## config.mk

```make
export PLATFORM = sky130hd
export DESIGN_NAME = multicycle_ctrl_fsm_flat
export DESIGN_NICKNAME = d
export VERILOG_FILES = /design/src/rtl/multicycle_ctrl_fsm_if.sv /design/src/rtl/multicycle_ctrl_fsm.sv /design/src/flat_wrapper.sv
export SDC_FILE = /design/constraint.sdc
export NUM_CORES = 1
export LEC_CHECK = 0
export BUFFER_PORTS_ARGS = -buffer_cell sky130_fd_sc_hd__buf_2
export CAP_MARGIN = 0
export CORE_ASPECT_RATIO = 1.2
export CORE_MARGIN = 3
export CORE_UTILIZATION = 35
export DETAILED_ROUTE_END_ITERATION = 7
export HOLD_SLACK_MARGIN = 0.15
export PLACE_DENSITY_LB_ADDON = 0.12
export SETUP_SLACK_MARGIN = 0.4
export SYNTH_ARGS = -nofsm -noshare
export SYNTH_HDL_FRONTEND = slang
export SYNTH_SLANG_ARGS = --single-unit
```

## constraint.sdc

```tcl
create_clock -name clock -period 4.44 [get_ports clock]
set_input_delay 0.888 -clock clock [delete_from_list [all_inputs] [get_ports clock]]
set_output_delay 0.888 -clock clock [all_outputs]
set_load 0.1 [all_outputs]
```

## src/rtl/multicycle_ctrl_fsm_if.sv

```systemverilog
// Unified memory port of the multi-cycle controller: request, write qualifier and
// address select out; instruction word and ready handshake in.
interface multicycle_ctrl_fsm_if;
  logic [15:0] instruction;
  logic        mem_ready;
  logic        mem_req;
  logic        mem_we;
  logic        addr_sel;

  modport master (
    input  instruction,
    input  mem_ready,
    output mem_req,
    output mem_we,
    output addr_sel
  );

  modport slave (
    output instruction,
    output mem_ready,
    input  mem_req,
    input  mem_we,
    input  addr_sel
  );
endinterface

```

## src/rtl/multicycle_ctrl_fsm.sv

```systemverilog
// Multi-cycle control unit for the 16-bit processor: fetch/decode/execute sequencing
// with memory ready handshake and timeout, conditional branches, retire counter and fault.
module multicycle_ctrl_fsm #(
  parameter int RA_W        = 4,
  parameter int IMM_W       = 8,
  parameter int MEM_TIMEOUT = 15,
  parameter int CNT_W       = 16
) (
  input  logic                 clock,
  input  logic                 reset,
  multicycle_ctrl_fsm_if.master mem,
  input  logic [3:0]           flags,
  output logic [RA_W:0]        reg_waddr,
  output logic [3:0]           op_code,
  output logic [3:0]           ex_op,
  output logic [IMM_W-1:0]     imm,
  output logic [RA_W-1:0]      r_dest,
  output logic [RA_W-1:0]      r_src,
  output logic                 reg_or_imm,
  output logic                 pc_en,
  output logic [1:0]           pc_sel,
  output logic [CNT_W-1:0]     retired,
  output logic                 fault
);

  typedef enum logic [3:0] {
    S_FETCH, S_DECODE, S_EXEC_R, S_EXEC_I, S_RETIRE,
    S_LD_WAIT, S_ST_WAIT, S_BRANCH, S_FAULT
  } state_t;

  typedef enum logic [2:0] {
    C_NOP, C_R, C_I, C_LD, C_ST, C_B, C_J, C_ILL
  } class_t;

  localparam logic [RA_W:0]    NO_WRITE   = {1'b1, {RA_W{1'b0}}};
  localparam int               TW         = (MEM_TIMEOUT > 1) ? $clog2(MEM_TIMEOUT) : 1;
  localparam logic [TW-1:0]    WAIT_LIMIT = TW'((MEM_TIMEOUT > 0) ? MEM_TIMEOUT - 1 : 0);
  localparam logic [TW-1:0]    WAIT_ONE   = TW'(1);
  localparam logic [CNT_W-1:0] CNT_ONE    = CNT_W'(1);

  // Compare encodings: CMP and CMPU are R-type extensions, CMPI is an I-type opcode.
  localparam logic [3:0] EX_CMP  = 4'b1011;
  localparam logic [3:0] EX_CMPU = 4'b1000;
  localparam logic [3:0] OP_CMPI = 4'b1011;

  function automatic class_t classify(input logic [15:0] ins);
    class_t c;
    c = C_I;
    case (ins[15:12])
      4'b0000: begin
        case (ins[7:4])
          4'b0000: c = C_NOP;
          4'b1100: c = C_LD;
          4'b1111: c = C_ST;
          default: c = C_R;
        endcase
      end
      4'b1000: begin
        case (ins[7:4])
          4'b0100, 4'b0101, 4'b0110, 4'b0011: c = C_R;
          4'b1000, 4'b0111:                   c = C_I;
          default:                            c = C_ILL;
        endcase
      end
      4'b1100: c = C_B;
      4'b0100: c = (ins[7:4] == 4'b1100) ? C_J : C_ILL;
      4'b1111: c = C_ILL;
      default: c = C_I;
    endcase
    return c;
  endfunction

  function automatic logic writes_back(input logic [15:0] ins);
    logic is_cmp;
    is_cmp = ((ins[15:12] == 4'b0000) && ((ins[7:4] == EX_CMP) || (ins[7:4] == EX_CMPU)))
           || (ins[15:12] == OP_CMPI);
    return !is_cmp;
  endfunction

  // flags = {N, Z, C, F}; F never participates in a condition.
  function automatic logic cond_true(input logic [3:0] cond, input logic [3:0] f);
    logic t;
    case (cond)
      4'b0000: t = f[2];
      4'b0001: t = !f[2];
      4'b0010: t = f[1];
      4'b0011: t = !f[1];
      4'b0110: t = f[3];
      4'b0111: t = !f[3];
      4'b1110: t = 1'b1;
      default: t = 1'b0;
    endcase
    return t;
  endfunction

  state_t         state, state_next;
  logic [15:0]    ir, ir_d;
  logic [TW-1:0]  wait_cnt, wait_cnt_d;
  logic           mem_req_q, mem_we_q, addr_sel_q;
  logic           req_d, we_d, asel_d, pc_en_d, roi_d, fault_d;
  logic [1:0]     pc_sel_d;
  logic [RA_W:0]  waddr_d;
  logic           accept, waiting, expired;
  class_t         cls;
  logic [RA_W-1:0] rd;
  logic           unused_flag_f;

  assign cls           = classify(ir);
  assign rd            = RA_W'(ir[11:8]);
  assign unused_flag_f = flags[0];

  assign op_code = ir[15:12];
  assign ex_op   = ir[7:4];
  assign imm     = ir[IMM_W-1:0];
  assign r_dest  = rd;
  assign r_src   = RA_W'(ir[3:0]);

  assign mem.mem_req  = mem_req_q;
  assign mem.mem_we   = mem_we_q;
  assign mem.addr_sel = addr_sel_q;

  // mem_ready only counts while a request is actually on the bus.
  assign accept  = mem_req_q && mem.mem_ready;
  assign waiting = mem_req_q && !mem.mem_ready;
  assign expired = (MEM_TIMEOUT > 0) && waiting && (wait_cnt == WAIT_LIMIT);

  always_ff @(posedge clock or posedge reset) begin
    if (reset) begin
      state      <= S_FETCH;
      ir         <= '0;
      wait_cnt   <= '0;
      mem_req_q  <= 1'b0;
      mem_we_q   <= 1'b0;
      addr_sel_q <= 1'b0;
      pc_en      <= 1'b0;
      pc_sel     <= 2'b00;
      reg_or_imm <= 1'b0;
      reg_waddr  <= NO_WRITE;
      retired    <= '0;
      fault      <= 1'b0;
    end else begin
      state      <= state_next;
      ir         <= ir_d;
      wait_cnt   <= wait_cnt_d;
      mem_req_q  <= req_d;
      mem_we_q   <= we_d;
      addr_sel_q <= asel_d;
      pc_en      <= pc_en_d;
      pc_sel     <= pc_sel_d;
      reg_or_imm <= roi_d;
      reg_waddr  <= waddr_d;
      fault      <= fault_d;
      if (pc_en_d) retired <= retired + CNT_ONE;
    end
  end

  // Outputs are decided on the transition so they line up with the state they belong to.
  always_comb begin
    state_next = state;
    ir_d       = ir;
    req_d      = 1'b0;
    we_d       = 1'b0;
    asel_d     = 1'b0;
    pc_en_d    = 1'b0;
    pc_sel_d   = 2'b00;
    roi_d      = 1'b0;
    waddr_d    = NO_WRITE;
    fault_d    = 1'b0;

    case (state)
      S_FETCH: begin
        if (accept) begin
          state_next = S_DECODE;
          ir_d       = mem.instruction;
        end else if (expired) begin
          state_next = S_FAULT;
          fault_d    = 1'b1;
        end else begin
          req_d = 1'b1;
        end
      end
      S_DECODE: begin
        case (cls)
          C_NOP: begin
            state_next = S_RETIRE;
            pc_en_d    = 1'b1;
          end
          C_R: begin
            state_next = S_EXEC_R;
            roi_d      = 1'b1;
            pc_en_d    = 1'b1;
            waddr_d    = writes_back(ir) ? {1'b0, rd} : NO_WRITE;
          end
          C_I: begin
            state_next = S_EXEC_I;
            pc_en_d    = 1'b1;
            waddr_d    = writes_back(ir) ? {1'b0, rd} : NO_WRITE;
          end
          C_LD: begin
            state_next = S_LD_WAIT;
            req_d      = 1'b1;
            asel_d     = 1'b1;
          end
          C_ST: begin
            state_next = S_ST_WAIT;
            req_d      = 1'b1;
            we_d       = 1'b1;
            asel_d     = 1'b1;
          end
          C_B: begin
            state_next = S_BRANCH;
            pc_en_d    = 1'b1;
            pc_sel_d   = cond_true(ir[11:8], flags) ? 2'b01 : 2'b00;
          end
          C_J: begin
            state_next = S_BRANCH;
            pc_en_d    = 1'b1;
            pc_sel_d   = cond_true(ir[11:8], flags) ? 2'b10 : 2'b00;
          end
          default: begin
            state_next = S_FAULT;
            fault_d    = 1'b1;
          end
        endcase
      end
      S_EXEC_R, S_EXEC_I, S_RETIRE, S_BRANCH: begin
        state_next = S_FETCH;
        req_d      = 1'b1;
      end
      S_LD_WAIT: begin
        if (accept) begin
          state_next = S_FETCH;
          req_d      = 1'b1;
          pc_en_d    = 1'b1;
          waddr_d    = {1'b0, rd};
        end else if (expired) begin
          state_next = S_FAULT;
          fault_d    = 1'b1;
        end else begin
          req_d  = 1'b1;
          asel_d = 1'b1;
        end
      end
      S_ST_WAIT: begin
        if (accept) begin
          state_next = S_FETCH;
          req_d      = 1'b1;
          pc_en_d    = 1'b1;
        end else if (expired) begin
          state_next = S_FAULT;
          fault_d    = 1'b1;
        end else begin
          req_d  = 1'b1;
          we_d   = 1'b1;
          asel_d = 1'b1;
        end
      end
      S_FAULT: begin
        fault_d = 1'b1;
      end
      default: begin
        state_next = S_FETCH;
      end
    endcase
  end

  // Wait counter restarts whenever a new request phase begins.
  always_comb begin
    wait_cnt_d = wait_cnt;
    if ((state_next != state) || accept)
      wait_cnt_d = '0;
    else if (waiting)
      wait_cnt_d = wait_cnt + WAIT_ONE;
  end

endmodule

```

## src/flat_wrapper.sv

```systemverilog
// flat-port wrapper written by rule: the top's interface ports become plain ports
module multicycle_ctrl_fsm_flat 
#(
  parameter int RA_W        = 4,
  parameter int IMM_W       = 8,
  parameter int MEM_TIMEOUT = 15,
  parameter int CNT_W       = 16
)
  (clock, reset, flags, reg_waddr, op_code, ex_op, imm, r_dest, r_src, reg_or_imm, pc_en, pc_sel, retired, fault, mem_instruction, mem_mem_ready, mem_mem_req, mem_mem_we, mem_addr_sel);
  multicycle_ctrl_fsm_if mem_i ();
  input  logic clock;
  input  logic reset;
  input  logic [3:0] flags;
  output logic [RA_W:0] reg_waddr;
  output logic [3:0] op_code;
  output logic [3:0] ex_op;
  output logic [IMM_W-1:0] imm;
  output logic [RA_W-1:0] r_dest;
  output logic [RA_W-1:0] r_src;
  output logic reg_or_imm;
  output logic pc_en;
  output logic [1:0] pc_sel;
  output logic [CNT_W-1:0] retired;
  output logic fault;
  input wire logic [$bits(mem_i.instruction)-1:0] mem_instruction;
  input wire logic [$bits(mem_i.mem_ready)-1:0] mem_mem_ready;
  output wire logic [$bits(mem_i.mem_req)-1:0] mem_mem_req;
  output wire logic [$bits(mem_i.mem_we)-1:0] mem_mem_we;
  output wire logic [$bits(mem_i.addr_sel)-1:0] mem_addr_sel;
  assign mem_i.instruction = mem_instruction;
  assign mem_i.mem_ready = mem_mem_ready;
  assign mem_mem_req = mem_i.mem_req;
  assign mem_mem_we = mem_i.mem_we;
  assign mem_addr_sel = mem_i.addr_sel;
  multicycle_ctrl_fsm #(.RA_W(RA_W), .IMM_W(IMM_W), .MEM_TIMEOUT(MEM_TIMEOUT), .CNT_W(CNT_W)) u_core (.clock(clock), .reset(reset), .mem(mem_i), .flags(flags), .reg_waddr(reg_waddr), .op_code(op_code), .ex_op(ex_op), .imm(imm), .r_dest(r_dest), .r_src(r_src), .reg_or_imm(reg_or_imm), .pc_en(pc_en), .pc_sel(pc_sel), .retired(retired), .fault(fault));
endmodule
```

Yosys cells after proc, flatten, opt, wreduce, memory -nomap -nowiden:

Cells that the tools add are included.

* register bits after elaboration: 53
* bits of input ports: 23
* word-level logic and storage cells: 119

* add/sub/neg operators: 2
* eq/ne operators: 36
* mux-type cells: 41
* reductions and logical operators: 28

Operator list (number)
* equality test 4 x 3 -> 1 bit (second input constant): 11
* equality test 4 bit (second input constant): 11
* one-hot mux 4 bit (6 select lines): 1
* equality test 4 x 2 -> 1 bit (second input constant): 5
* 2-to-1 mux 4 bit: 5
* 2-to-1 mux 1 bit: 18
* adder 16 x 1 -> 16 bit (second input constant): 1
* logical NOT 4 bit: 4
* one-hot mux 4 bit (4 select lines): 1
* 2-to-1 mux 5 bit: 3
* one-hot mux 3 bit (5 select lines): 1
* one-hot mux 5 bit (2 select lines): 1
* OR reduction 2 bit: 5
* equality test 3 bit (second input constant): 3
* one-hot mux 3 bit (3 select lines): 1
* equality test 4 x 1 -> 1 bit (second input constant): 2
* OR reduction 4 bit: 2
* one-hot mux 1 bit (7 select lines): 1
* OR reduction 7 bit: 1
* equality test 3 x 2 -> 1 bit (second input constant): 2
* one-hot mux 1 bit (2 select lines): 3
* one-hot mux 3 bit (2 select lines): 1
* OR reduction 5 bit: 1
* adder 4 x 1 -> 4 bit (second input constant): 1
* other kinds (13): 22

Longest topological paths before layout:

* depth after elaboration: 11
* depth in mapped cells: 8

Least setup slack after synthesis:

Ideal clock, no wire load.

* path kind: register to register
* start: register u_core.ir[4]
* end: register u_core.retired[5]
* arrival time: 2.624 ns
* path slack: 1.654 ns
* cell stages (with the launch flop): 9
* clock period less this slack: 2.786 ns
* cells stage by stage: dfrtp_1 > buf_2 > nor2_1 > a211oi_1 > nand3_2 > a211o_2 > buf_6 > a211oi_1 > xor2_1

* cells in the longest elaborated chain, start to end: 8
* elaborated cells between the ends (all ways): 23
* classes of those cells: eq/ne (12); mux (6); reduce/logical (5)

RTL lines
* from (decl): RTL line multicycle_ctrl_fsm.sv:97 `logic [15:0] ir, ir_d;`
* from (signal assigned): RTL line multicycle_ctrl_fsm.sv:143 `ir <= ir_d;`
* equality test 4 x 3 -> 1 bit (tied with other cells): RTL line multicycle_ctrl_fsm.sv:59 `case (ins[7:4])`
* OR reduction 4 bit / OR reduction 2 bit (equally long branches): RTL line multicycle_ctrl_fsm.sv:59
* one-hot mux 3 bit (2 select lines): RTL line multicycle_ctrl_fsm.sv:59
* one-hot mux 3 bit (5 select lines) *: RTL line multicycle_ctrl_fsm.sv:49 `case (ins[15:12])`
* equality test 3 x 1 -> 1 bit (tied with other cells): RTL line multicycle_ctrl_fsm.sv:183 `case (cls)`
* OR reduction 5 bit (no line) *
* 2-to-1 mux 1 bit *: RTL line multicycle_ctrl_fsm.sv:183
* one-hot mux 1 bit (2 select lines) *: RTL line multicycle_ctrl_fsm.sv:170 `case (state)`
* to (signal assigned): RTL line multicycle_ctrl_fsm.sv:153 `if (pc_en_d) retired <= retired + CNT_ONE;`
* to (decl): RTL line multicycle_ctrl_fsm.sv:22 `output logic [CNT_W-1:0] retired,`

Every way passes the cells marked *; elsewhere a longest branch is shown, timed or not.
A chain may end at the register's enable or synchronous reset.

Final worst setup path:

* start: register u_core.ir[15]
* end: register u_core.retired[1]

* cells in the longest elaborated chain, start to end: 6
* elaborated cells between the ends (all ways): 14
* classes of those cells: eq/ne (8); mux (3); reduce/logical (3)

RTL lines
* equality test 4 bit (tied with other cells): RTL line multicycle_ctrl_fsm.sv:49
* one-hot mux 3 bit (5 select lines) *: RTL line multicycle_ctrl_fsm.sv:49
* equality test 3 x 1 -> 1 bit (tied with other cells): RTL line multicycle_ctrl_fsm.sv:183
* OR reduction 5 bit (no line) *
* 2-to-1 mux 1 bit *: RTL line multicycle_ctrl_fsm.sv:183
* one-hot mux 1 bit (2 select lines) *: RTL line multicycle_ctrl_fsm.sv:170
* named net u_core.pc_en_d: RTL line multicycle_ctrl_fsm.sv:100 `logic req_d, we_d, asel_d, pc_en_d, roi_d, fault_d;`

Mark *: on every way through the listed nets, which the timed path passes. The rest lies on a longest branch.

==> summary.txt <==
Setup path
  • Crit-path cells: xnor2_1 -> mux2_4 -> o311ai_4 -> a211o_2 -> nand2_1 -> mux2_2
  • Critical path's top delay family: compound AO/OA/AOI/OAI gates
  • Bufs and invs on worst path: 0
  • Crit path kind: flip-flop to flip-flop
  • Critical-path maximum fanout: 15
  • Kind of capture point of the worst setup path: flip-flop
  • Crit path largest cell delay: roughly 0.60 ns
  • Critical Path RT: between 4 and 5 ns
  • Startpoint types: flip-flop
  • Crit path DAT: about 2.8 ns
  • Slowest CP cell: dfrtp_1

Yosys
  • Mean post-synth cell area: 10.7 sq um
  • Most used DFF post-synth: dfrtp_1
  • Count leader, synth: dfrtp_1
  • Instance count of the mapped netlist: between 200 and 300
  • Synthesized-area fraction occupied by adder cells: about 1.4%
  • Synth cell count leaders: dfrtp_1, nand2_1, mux2_2, nor2_1, xor2_1
  • XOR/XNOR share of the synthesized area: under 10%
  • Compound-Gate Fraction of Synth Area: 13.7%
  • Mux contribution to synthesized area: between 8 and 9%
  • Largest family of logic cells by synthesized area: simple AND/OR/NAND/NOR gates
  • Seq/Total Area, Yosys: between 40% and 50%
  • EDFF count, synth: 0
  • Synth area leaders: dfrtp_1, mux2_2, xor2_1
  • Syn nets: 284
  • YS warnings: 0
  • Flops & latches, synth: 53
  • Synth Cell Area: roughly 0.0028 sq mm
  • Synth Area in Simple Gates: 16.4%
  • Async S/R FF share, synth: 100%
  • Yosys top cell area share: approximately 47%
  • Distinct cells, synth: 46
  • Area leader, netlist: dfrtp_1

Job
  • Max_cap viols: 0

Route
  • Routed wire length: roughly 5700 um
  • Pre-antenna DRT Iters: 4
  • WL/cell: about 14 um
  • DR iter-0 viols: a little over 60
  • Via Count: 2,082
  • Routed Antenna Nets: 0
  • Drt drc: 0
  • Vias per cell: 5.04

Clock network
  • Clock slew at reported path FFs: 0.09 ns
  • H-tree depth: 2
  • Worst-Skew Late Latency: around 0.30 ns
  • CTS sink cnt: between 50 and 60
  • TritonCTS clock tree: done
  • Post CTS Setup Buffer Count: 0
  • Cts hold-fix bufs: 0
  • Post_cts resized: 0
  • Clock tree buffer depth: 2
  • Root Driver: clkbuf_8
  • Number of buffers created by CTS: 5

Timing
  • Max transition margin: between 50% and 60%
  • Fin crit period: about 2.6 ns
  • Hold Fails Final Rpt: 0
  • Final setup TNS: 0 ns
  • Unrepaired setup endpoints after global routing: no
  • Clock skew: roughly 0.0031 ns
  • Period utilization: between 50 and 60%
  • Final setup violation count: 0
  • Max Freq: between 0.3 and 0.4 GHz
  • Final WS setup: 1.87 ns
  • Actual slew at the worst max-slew pin: 0.743 ns
  • Final Max Slew Viols: 0

Layout
  • Share of cells above drive strength 1: around 36%
  • Syn-to-layout area delta: 17.1%
  • Final Cell Area: approximately 0.0032 sq mm
  • ANT cells: 0
  • Nets: about 350

Placed design
  • Detailed-placement wirelength estimate: 4120 um
  • DP Area: around 0.0031 sq mm
  • Place WS: roughly 1.9 ns
  • Gpl congestion: 0.815
  • Port Buf Inserts: 74

GRT
  • Global route total overflow: 0
  • Largest net degree at the start of global routing: 54
  • Initial antenna violation count: 0
  • First-pass GRT wire length: 9830 um
  • Vias in the first global route: between 2,000 and 2,500
  • GR Util All Layers: between 10% and 20%

Floorplanning
  • IO Pins: 76
  • Die outline area: 0.00897 sq mm
  • Std cell rows: 34
  • Initial Util: a little under two fifths
  • Core Area: roughly 0.0074 sq mm
  • Overall die width: 86.9 um
  • Vert. Die Dim: between 100 and 150 um

Worst hold path
  • Class of the worst hold path: flip-flop to flip-flop

Outcome
  • Status: finished clean
-- through the flow --
step | instances | hold slack [ns] | utilization, %
final | 413 | 0.478 | 43.3
after global routing | 413 | 0.487 | 43.3
after CTS | 413 | 0.476 | 43.3
after detailed placement | 405 | 0.453 | 42.1
after global placement | 405 | 0.465 | 42.1
after floorplan | 258 | 0.512 | -
-- cells by family after synthesis --
family                   Yosys count
buffers and inverters             26
adder cells (fa/ha/maj)            3
AND/OR/NAND/NOR                   89
XOR/XNOR                          22
AO/OA/AOI/OAI                     45
flip-flops                        53
multiplexers                      20
-- layer usage --
metal  vias to the layer above  GRT usage (%)  routed length, um
met3                         6           3.04                323
met1                       979           18.1               2660
met5                         -              0                  0
met2                        56           22.2               2660
li1                       1041              -                  -
met4                         0           4.20                 63
-- final timing paths --
path | slack, ns | from | end | cells after the start
max | 1.87 | u_core.ir[15]$_DFFE_PP0P_ | u_core.retired[1]$_DFFE_PP0P_ | 6
min | 0.48 | u_core.retired[15]$_DFFE_PP0P_ | u_core.retired[15]$_DFFE_PP0P_ | 1
max reg2reg | 1.87 | u_core.ir[15]$_DFFE_PP0P_ | u_core.retired[1]$_DFFE_PP0P_ | 6
min reg2reg | 0.48 | u_core.retired[15]$_DFFE_PP0P_ | u_core.retired[15]$_DFFE_PP0P_ | 1
max in group asynchronous | 3.26 | reset | u_core.wait_cnt[1]$_DFFE_PP0P_ | 3
min in group asynchronous | 0.75 | reset | u_core.retired[15]$_DFFE_PP0P_ | 3
-- layout make-up --
class | instances | area (sq um)
multi-input cells | 179 | 1280
flip-flops and latches | 53 | 1330
clock buffers | 8 | 90.1
inverters | 8 | 30.0
well taps | 90 | 113
fillers | 740 | 4220
repair buffers | 75 | 378
-- sequential cells by signal, summed over array words and instances, names as in the netlist --
| name | count |
|---|---|
| u_core.reg_waddr | 5 |
| u_core.state | 4 |
| u_core.reg_or_imm | 1 |
| u_core.wait_cnt | 4 |
| u_core.retired | 16 |
| u_core.fault | 1 |
| u_core.ir | 16 |
| u_core.mem.mem_we | 1 |
| u_core.mem.mem_req | 1 |
| u_core.pc_en | 1 |
| u_core.pc_sel | 2 |
| u_core.mem.addr_sel | 1 |
-- layout by cell type (no fill, tap or decap), types with 4 or more instances in the layout --
cell type | netlist | layout
buf_2 | 3 | 74
dfrtp_1 | 52 | 52
nand2_1 | 27 | 27
nor2_1 | 17 | 17
mux2_2 | 17 | 17
xor2_1 | 15 | 15
a211oi_1 | 10 | 10
a21oi_1 | 9 | 9
nand3_1 | 8 | 8
xnor2_1 | 7 | 7
inv_1 | 8 | 7
nand2b_1 | 6 | 6
clkbuf_8 | 0 | 6
nand4_1 | 5 | 5
o21ai_0 | 5 | 5
nor3_1 | 4 | 4
o22ai_1 | 4 | 4
nor4_1 | 4 | 4
Power is not shown: default switching activity piles up to over one toggle a cycle in this logic, so the estimate is an artifact.
